### config.mk
export PLATFORM = sky130hd
export DESIGN_NAME = synapse_integrator
export DESIGN_NICKNAME = d
export VERILOG_FILES = /design/src/rtl/synapse_pkg.sv /design/src/rtl/synapse_weight_rf.sv /design/src/rtl/synapse_integrator.sv
export SDC_FILE = /design/constraint.sdc
export NUM_CORES = 1
export LEC_CHECK = 0
export ABC_AREA = 1
export BUFFER_PORTS_ARGS = -buffer_cell sky130_fd_sc_hd__clkbuf_2
export CORE_AREA = 3 3 105 128
export CTS_CLUSTER_DIAMETER = 40
export DETAILED_ROUTE_END_ITERATION = 8
export DIE_AREA = 0 0 108 131
export PLACE_DENSITY = 0.71
export REMOVE_ABC_BUFFERS = 1
export SLEW_MARGIN = 10
export SYNTH_ARGS = -nofsm -noshare
export SYNTH_HDL_FRONTEND = slang
export SYNTH_HIERARCHICAL = 1
export SYNTH_SLANG_ARGS = --single-unit
### constraint.sdc
create_clock -name clk -period 5.9 [get_ports clk]
set_input_delay 0.885 -clock clk [delete_from_list [all_inputs] [get_ports clk]]
set_output_delay 0.885 -clock clk [all_outputs]
set_load 0.1 [all_outputs]
### src/rtl/synapse_pkg.sv
// Shared types and arithmetic helpers for the synapse integrator.
// Pure combinational helpers; no state, no flow control.
package synapse_pkg;

    typedef enum logic [1:0] {IDLE, DECAY, ADD, OUT} state_t;

    localparam int ACC_WIDTH_DEF = 12;
    localparam int ACC_MAX = (2 ** (ACC_WIDTH_DEF - 1)) - 1;
    localparam int ACC_MIN = -(2 ** (ACC_WIDTH_DEF - 1));

    // Limits are derived from the caller's width so non-default accumulators saturate correctly.
    function automatic int sat_add(input int a, input int b, input int width);
        int hi;
        int lo;
        int s;
        hi = (1 << (width - 1)) - 1;
        lo = -(1 << (width - 1));
        s  = a + b;
        if (s > hi) begin
            s = hi;
        end else if (s < lo) begin
            s = lo;
        end
        return s;
    endfunction

    function automatic logic [7:0] clamp_u8(input int a);
        logic [7:0] r;
        if (a < 0) begin
            r = 8'd0;
        end else if (a > 255) begin
            r = 8'd255;
        end else begin
            r = a[7:0];
        end
        return r;
    endfunction

endpackage

### src/rtl/synapse_weight_rf.sv
// N_IN x W_WIDTH weight register file: synchronous write, combinational read.
// Writes land on the clock edge, so a same-cycle read returns the old weight; never stalls.
module synapse_weight_rf #(
    parameter int N_IN    = 8,
    parameter int W_WIDTH = 8
) (
    input  logic                    clk,
    input  logic                    rst,
    input  logic                    w_we,
    input  logic [$clog2(N_IN)-1:0] w_addr,
    input  logic [W_WIDTH-1:0]      w_data,
    input  logic [$clog2(N_IN)-1:0] rd_addr,
    output logic [W_WIDTH-1:0]      rd_data
);
    import synapse_pkg::*;

    logic [W_WIDTH-1:0] w_q [N_IN];
    logic [W_WIDTH-1:0] w_d [N_IN];

    always_comb begin
        w_d = w_q;
        if (w_we) begin
            w_d[w_addr] = w_data;
        end
    end

    always_ff @(posedge clk or posedge rst) begin
        if (rst) begin
            w_q <= '{default: '0};
        end else begin
            w_q <= w_d;
        end
    end

    assign rd_data = w_q[rd_addr];

endmodule

### src/rtl/synapse_integrator.sv
// Per tick: decay the signed accumulator, serially add weights of spiking inputs, publish clamp(acc,0,255).
// Result N_IN+3 cycles after the tick; ticks arriving while busy are dropped and flagged in sticky overrun.
module synapse_integrator #(
    parameter int N_IN        = 8,
    parameter int W_WIDTH     = 8,
    parameter int ACC_WIDTH   = 12,
    parameter int DECAY_SHIFT = 2
) (
    input  logic                    clk,
    input  logic                    rst,
    input  logic                    en,
    input  logic [N_IN-1:0]         spike_in,
    input  logic                    w_we,
    input  logic [$clog2(N_IN)-1:0] w_addr,
    input  logic [W_WIDTH-1:0]      w_data,
    output logic [7:0]              current,
    output logic                    valid,
    output logic                    busy,
    output logic                    overrun
);
    import synapse_pkg::*;

    localparam int IW = $clog2(N_IN);

    state_t                       state_q, state_d;
    logic [IW-1:0]                idx_q, idx_d;
    logic [N_IN-1:0]              spk_q, spk_d;
    logic signed [ACC_WIDTH-1:0]  acc_q, acc_d;
    logic [7:0]                   current_q, current_d;
    logic                         valid_q, valid_d;
    logic                         busy_q, busy_d;
    logic                         overrun_q, overrun_d;
    logic [W_WIDTH-1:0]           w_rd;

    synapse_weight_rf #(
        .N_IN    (N_IN),
        .W_WIDTH (W_WIDTH)
    ) u_weight_rf (
        .clk     (clk),
        .rst     (rst),
        .w_we    (w_we),
        .w_addr  (w_addr),
        .w_data  (w_data),
        .rd_addr (idx_q),
        .rd_data (w_rd)
    );

    always_comb begin
        state_d   = state_q;
        idx_d     = idx_q;
        spk_d     = spk_q;
        acc_d     = acc_q;
        current_d = current_q;
        valid_d   = 1'b0;
        overrun_d = overrun_q;
        if (en && (state_q != IDLE)) begin
            overrun_d = 1'b1;
        end
        case (state_q)
            IDLE: begin
                if (en) begin
                    spk_d   = spike_in;
                    state_d = DECAY;
                end
            end
            DECAY: begin
                // Arithmetic shift: small negatives round toward -inf and decay to 0.
                acc_d   = acc_q - (acc_q >>> DECAY_SHIFT);
                idx_d   = '0;
                state_d = ADD;
            end
            ADD: begin
                if (spk_q[idx_q]) begin
                    acc_d = ACC_WIDTH'(sat_add(int'(acc_q), int'($signed(w_rd)), ACC_WIDTH));
                end
                if (idx_q == IW'(N_IN - 1)) begin
                    state_d = OUT;
                end else begin
                    idx_d = idx_q + IW'(1);
                end
            end
            OUT: begin
                current_d = clamp_u8(int'(acc_q));
                valid_d   = 1'b1;
                state_d   = IDLE;
            end
            default: state_d = IDLE;
        endcase
        busy_d = (state_d != IDLE);
    end

    always_ff @(posedge clk or posedge rst) begin
        if (rst) begin
            state_q   <= IDLE;
            idx_q     <= '0;
            spk_q     <= '0;
            acc_q     <= '0;
            current_q <= '0;
            valid_q   <= 1'b0;
            busy_q    <= 1'b0;
            overrun_q <= 1'b0;
        end else begin
            state_q   <= state_d;
            idx_q     <= idx_d;
            spk_q     <= spk_d;
            acc_q     <= acc_d;
            current_q <= current_d;
            valid_q   <= valid_d;
            busy_q    <= busy_d;
            overrun_q <= overrun_d;
        end
    end

    assign current = current_q;
    assign valid   = valid_q;
    assign busy    = busy_q;
    assign overrun = overrun_q;

endmodule

Word level (Yosys, flattened, before mapping)
Index checks and enable logic that the tools add are counted.

word-level totals
  bits in registers = 100
  bits in latches = 0
  memory bits (writable) = 0
  bits in read-only memories = 0
  input port bits = 23
  output and inout bits = 11
  word-level logic and storage cells = 64
  memories kept = 0

cells by class
  $add $sub $neg = 3
  $mul = 0
  divide/modulo/power cells = 0
  order comparisons = 8
  equal/unequal tests = 6
  shift operators = 0
  multiplexer cells = 20
  bitwise gates (word level) = 2
  reductions and logical operators = 9

operator list
  kind                  count
  $bwmux 64             1
  $mux 8                5
  $mux 12               3
  $bmux 8 s3            1
  $demux 8 s3           1
  $pmux 12 s2           1
  $add 12x8->13         1
  $gt 13x12->1 const B  1
  $lt 13x12->1 const B  1
  $gt 12x9->1 const B   1
  $lt 12x1->1 const B   1
  $sub 12x10->12        1
  $ge 4x4->1 const B    2
  $not 3->4             2
  $pmux 2 s4            1
  $pmux 3 s2            1
  $reduce_and 2->1      3
  $reduce_bool 2->1     3
  $eq 2x2->1 const B    2
  $lt 3x4->1 const B    1
  $lt 4x1->1 const B    1
  $mux 2                2
  $ne 2x2->1 const B    2
  $add 3x1->3 const B   1
  other kinds (7)       9

Longest topological paths before layout
  word-level depth = 10
  depth in mapped cells = 23
  gate-level depth less buffers = 21

Hierarchy
Netlist, hierarchy kept.

modules (own cells, without submodules)
  module              times used  cells an instance  area an instance (um^2)  seq. area each (um^2)
  synapse_weight_rf   1           440                3194.3                   1601.5
  synapse_integrator  1           403                2921.6                   900.9

Least setup slack after synthesis
OpenSTA, ideal clock, no wires.

  path kind = flip-flop to flip-flop
  start = register idx_q[1]
  end = register acc_q[9]
  library setup time = 0.117 ns
  arrival = 2.673 ns
  data required time = 5.783 ns
  setup slack = 3.110 ns
  stages on the path, launching flop included = 23
  path buffers = 3
  clock period less this slack = 2.790 ns
  path through = dfrtp_1 -> buf_2 -> inv_1 -> buf_2 -> nand3_1 -> nand2_1 -> nand2_1 -> nand2_1 -> ha_1 -> inv_1 -> fa_1 -> nand3b_1 -> nand2_1 -> nand3_1 -> nand3_1 -> nand2_1 -> nand2_2 -> nand2_2 -> buf_6 -> nand2_1 -> nand2_1 -> nand3_1 -> nand2_1

between the ends
  word-level cells in the longest chain between the ends = 10
  elaborated cells on any way between the ends = 15
  classes of those cells = add/sub (1); order compare (2); eq/ne (1); mux (9); bitwise (1); reduce/logical (1)

RTL lines
  element                                         line                       source
  start, declared                                 synapse_integrator.sv:26   logic [IW-1:0] idx_q, idx_d;
  start signal, assigned                          synapse_integrator.sv:104  idx_q <= idx_d;
  $not 3->4 (not written as such) (*)             synapse_weight_rf.sv:35    assign rd_data = w_q[rd_addr];
  $bmux 8 s3 (*)                                  synapse_weight_rf.sv:35
  $mux 8 (not written as such) (*) (2 in series)  synapse_weight_rf.sv:35
  via w_rd[0]                                     synapse_integrator.sv:33   logic [W_WIDTH-1:0] w_rd;
  $add 12x8->13 (*)                               synapse_pkg.sv:18          s = a + b;
  $lt 13x12->1                                    synapse_pkg.sv:21          end else if (s < lo) begin
  $mux 12                                         synapse_pkg.sv:21
  $mux 12 (*)                                     synapse_pkg.sv:19          if (s > hi) begin
  $mux 12 (*)                                     synapse_integrator.sv:73   if (spk_q[idx_q]) begin
  $pmux 12 s2 (*)                                 synapse_integrator.sv:59   case (state_q)
  end signal, assigned                            synapse_integrator.sv:97   acc_q <= '0;
  end signal, assigned                            synapse_integrator.sv:106  acc_q <= acc_d;
  end, declared                                   synapse_integrator.sv:28   logic signed [ACC_WIDTH-1:0] acc_q, acc_d;

Mark *: on every way through the listed nets, which the timed path passes. The rest lies on a longest branch. The select of a mux whose other input is x is not followed.
A chain may end at the register's enable or synchronous reset.

Final worst setup path
  start = register idx_q[1]
  end = register acc_q[10]

The elaborated chain is that of the path after synthesis.

==> run metrics <==
first-pass GRT wire length roughly 22000 um; nets slightly above 900; Setup crit start kind register; root buffer cell clkbuf_16; status completed; Avg Cell Area, Syn 7.255 um^2; Synth Cell Area roughly 6000 um^2; DRT Pass-1 Iters 5; reg-to-reg slack, setup between 2 and 3 ns; area leader, netlist dfrtp_1; Seq cells post-synth 100; commonest non-fill, non-tap cell in the layout nand2_1; ratio of final minimum period to clock period between 50% and 60%; Routed Antenna Nets 0; Final HPWL DP roughly 9500 um; hold depth 1; Synth cell types 37; Crit. End Element register; commonest cells after routing, fill and taps aside nand2_1, inv_1, dfrtp_1, o21ai_0, nand3_1; register area share after synthesis 40.92%; Synthesis Warnings 6; Ports 34; critical path required time 6.14 ns; Port Buffers 33; vias per cell a little over 5; DP Area 6351 um^2; Die ar. approximately 14000 um^2; DR iter-0 viols around 250; gr usage total 19.81%; Slew @ Worst Pin ~1.0 ns; setup TNS 0 ns; Num CTS Buffers 9; total grt overflow 0; CTS tree yes; max_slew headroom about a third; largest net degree at the start of global routing 65; worst skew pair latency about 0.34 ns; Die Span Y around 130 um; initial antenna violation count 0; Max-cap violations 0; gpl congestion slightly above 0.9; fraction of layout cells with a size suffix above 1 a little over 9%; CTS Sinks 100; design area roughly 6600 um^2; Cells after Synth about 840; max-slew violation count 0; CTS H-tree lvls 3; row count 45; antenna fix cells 0; Hold Crit Class reg -> reg; Core Region roughly 12000 um^2; DR WL/cell roughly 13 um; Setup CP Type reg -> reg; Die Wd approximately 110 um; skew final around 0.0076 ns; worst r2r src idx_q[1]; Post-synth EDFFs 0; Longest Clk Path Bufs 2; PostCTS Resize Cnt 0; clock transition at the registers of the reported paths 0.07 ns; Area Overhead vs Synth 8.388%; detailed-route wire length 13470 um; Worst Reg-to-Reg Cells 20; vias in the first global route 4876; fin crit period ~3.4 ns; ys flop type dfrtp_1; RSZ-0062 raised after global routing false; Post-synth ARST share 100.0%; CP max FO 23; CP arrival about 3.6 ns; initial core utilization roughly half; hold path start overrun; Highest Clock Rate ~0.30 GHz; Util after Layout a little over half; hold path endpoint overrun; r2r endpoint acc_q[10]; post-synth top area share slightly above 40%; Final Setup Violations 0; DRC 0; Final Hold Fails 0; top post-synthesis cells by area dfrtp_1, nand2_1, inv_1, o21ai_0, ha_1; postcts setup bufs 0; Hold Buf Count CTS 0; routed vias 5211
==> per-layer routing <==
layer / part of all wire [%] / global-route usage (%) / up-vias
li1: - / - / 2696
met1: 44 / 24.76 / 2405
met2: 51 / 35.10 / 86
met3: 2.6 / 2.310 / 24
met4: 2.0 / 7.727 / 0
met5: 0 / 0 / -
==> per-stage QoR <==
stage	hold slack, ns	instances	worst slack (ns)
3_3_place_gp	0.4469	1019	2.595
5_1_grt	0.4994	1035	2.212
4_1_cts	0.4754	1035	2.521
6_report	0.4652	1035	2.517
2_1_floorplan	0.4530	818	2.448
3_5_place_dp	0.4560	1019	2.523
==> worst max-delay path by stage <==
stage	startpoint	endpoint	slack, ns	cells past startpoint
floorplan	idx_q[0]	acc_q[10]	2.45	20
global placement	idx_q[1]	acc_q[10]	2.60	20
detailed placement	idx_q[1]	acc_q[10]	2.52	20
CTS	idx_q[1]	acc_q[10]	2.52	20
global route	idx_q[0]	acc_q[9]	2.21	18
finish	idx_q[1]	acc_q[10]	2.52	20
==> critical path: stages (launching register included) <==
cell and delay, ns:
dfrtp_1 0.36, buf_4 0.22, inv_1 0.50, nand3_1 0.16
nand2_1 0.08, nand2_1 0.05, nand2_1 0.08, ha_1 0.16
inv_1 0.05, fa_1 0.38, nand3b_1 0.18, nand2_1 0.16
nand3_1 0.11, nand3_1 0.08, nand2_1 0.06, nand2_2 0.09
nor2_1 0.06, nor2_2 0.24, nand2_1 0.10, nand3_1 0.08
nand2_1 0.06
==> logic make-up (layout without fill, tap and decap cells) <==
| family | after synthesis | count (layout) | share of synthesized area, % |
|---|---|---|---|
| mux | 8 | 8 | 1.473 |
| buf+inv | 169 | 197 | 11.54 |
| compound gates | 131 | 131 | 11.80 |
| simple gates | 397 | 397 | 26.62 |
| flops | 100 | 100 | 40.92 |
| xor+xnor | 6 | 6 | 0.8592 |
| fa+ha+maj | 32 | 32 | 6.792 |
==> cells in the mapped netlist (2+ instances only) <==
cell type,number
nor2_2,2
nand2_2,6
nor3_1,2
o21ai_0,86
a21oi_2,5
buf_6,6
o211ai_1,11
dfrtp_1,100
nand4_1,6
nand3b_1,2
nand3_1,60
fa_1,2
nand2_1,284
xor2_1,5
inv_2,2
mux2_2,8
ha_1,30
clkbuf_1,6
a21o_1,2
nor2_1,32
a21oi_1,21
inv_1,141
buf_2,10
==> flip-flops by register name, summed over array words and instances, names as in the netlist <==
name and count:
acc_q 12, state_q 2, idx_q 3, busy 1, spk_q 8, u_weight_rf/w_q 64
overrun 1, current 8, valid 1
==> cell type report <==
type,instances,area [um^2]
clock buffer,11,242.7
fill,1236,5814
multi-input combinational,574,2908
sequential,100,2502
tap,164,205.2
clock inverter,5,35.03
inverter,144,540.5
timing repair buffer,37,195.2
Power is not shown: default switching activity piles up to over one toggle a cycle in this logic, so the estimate is an artifact.
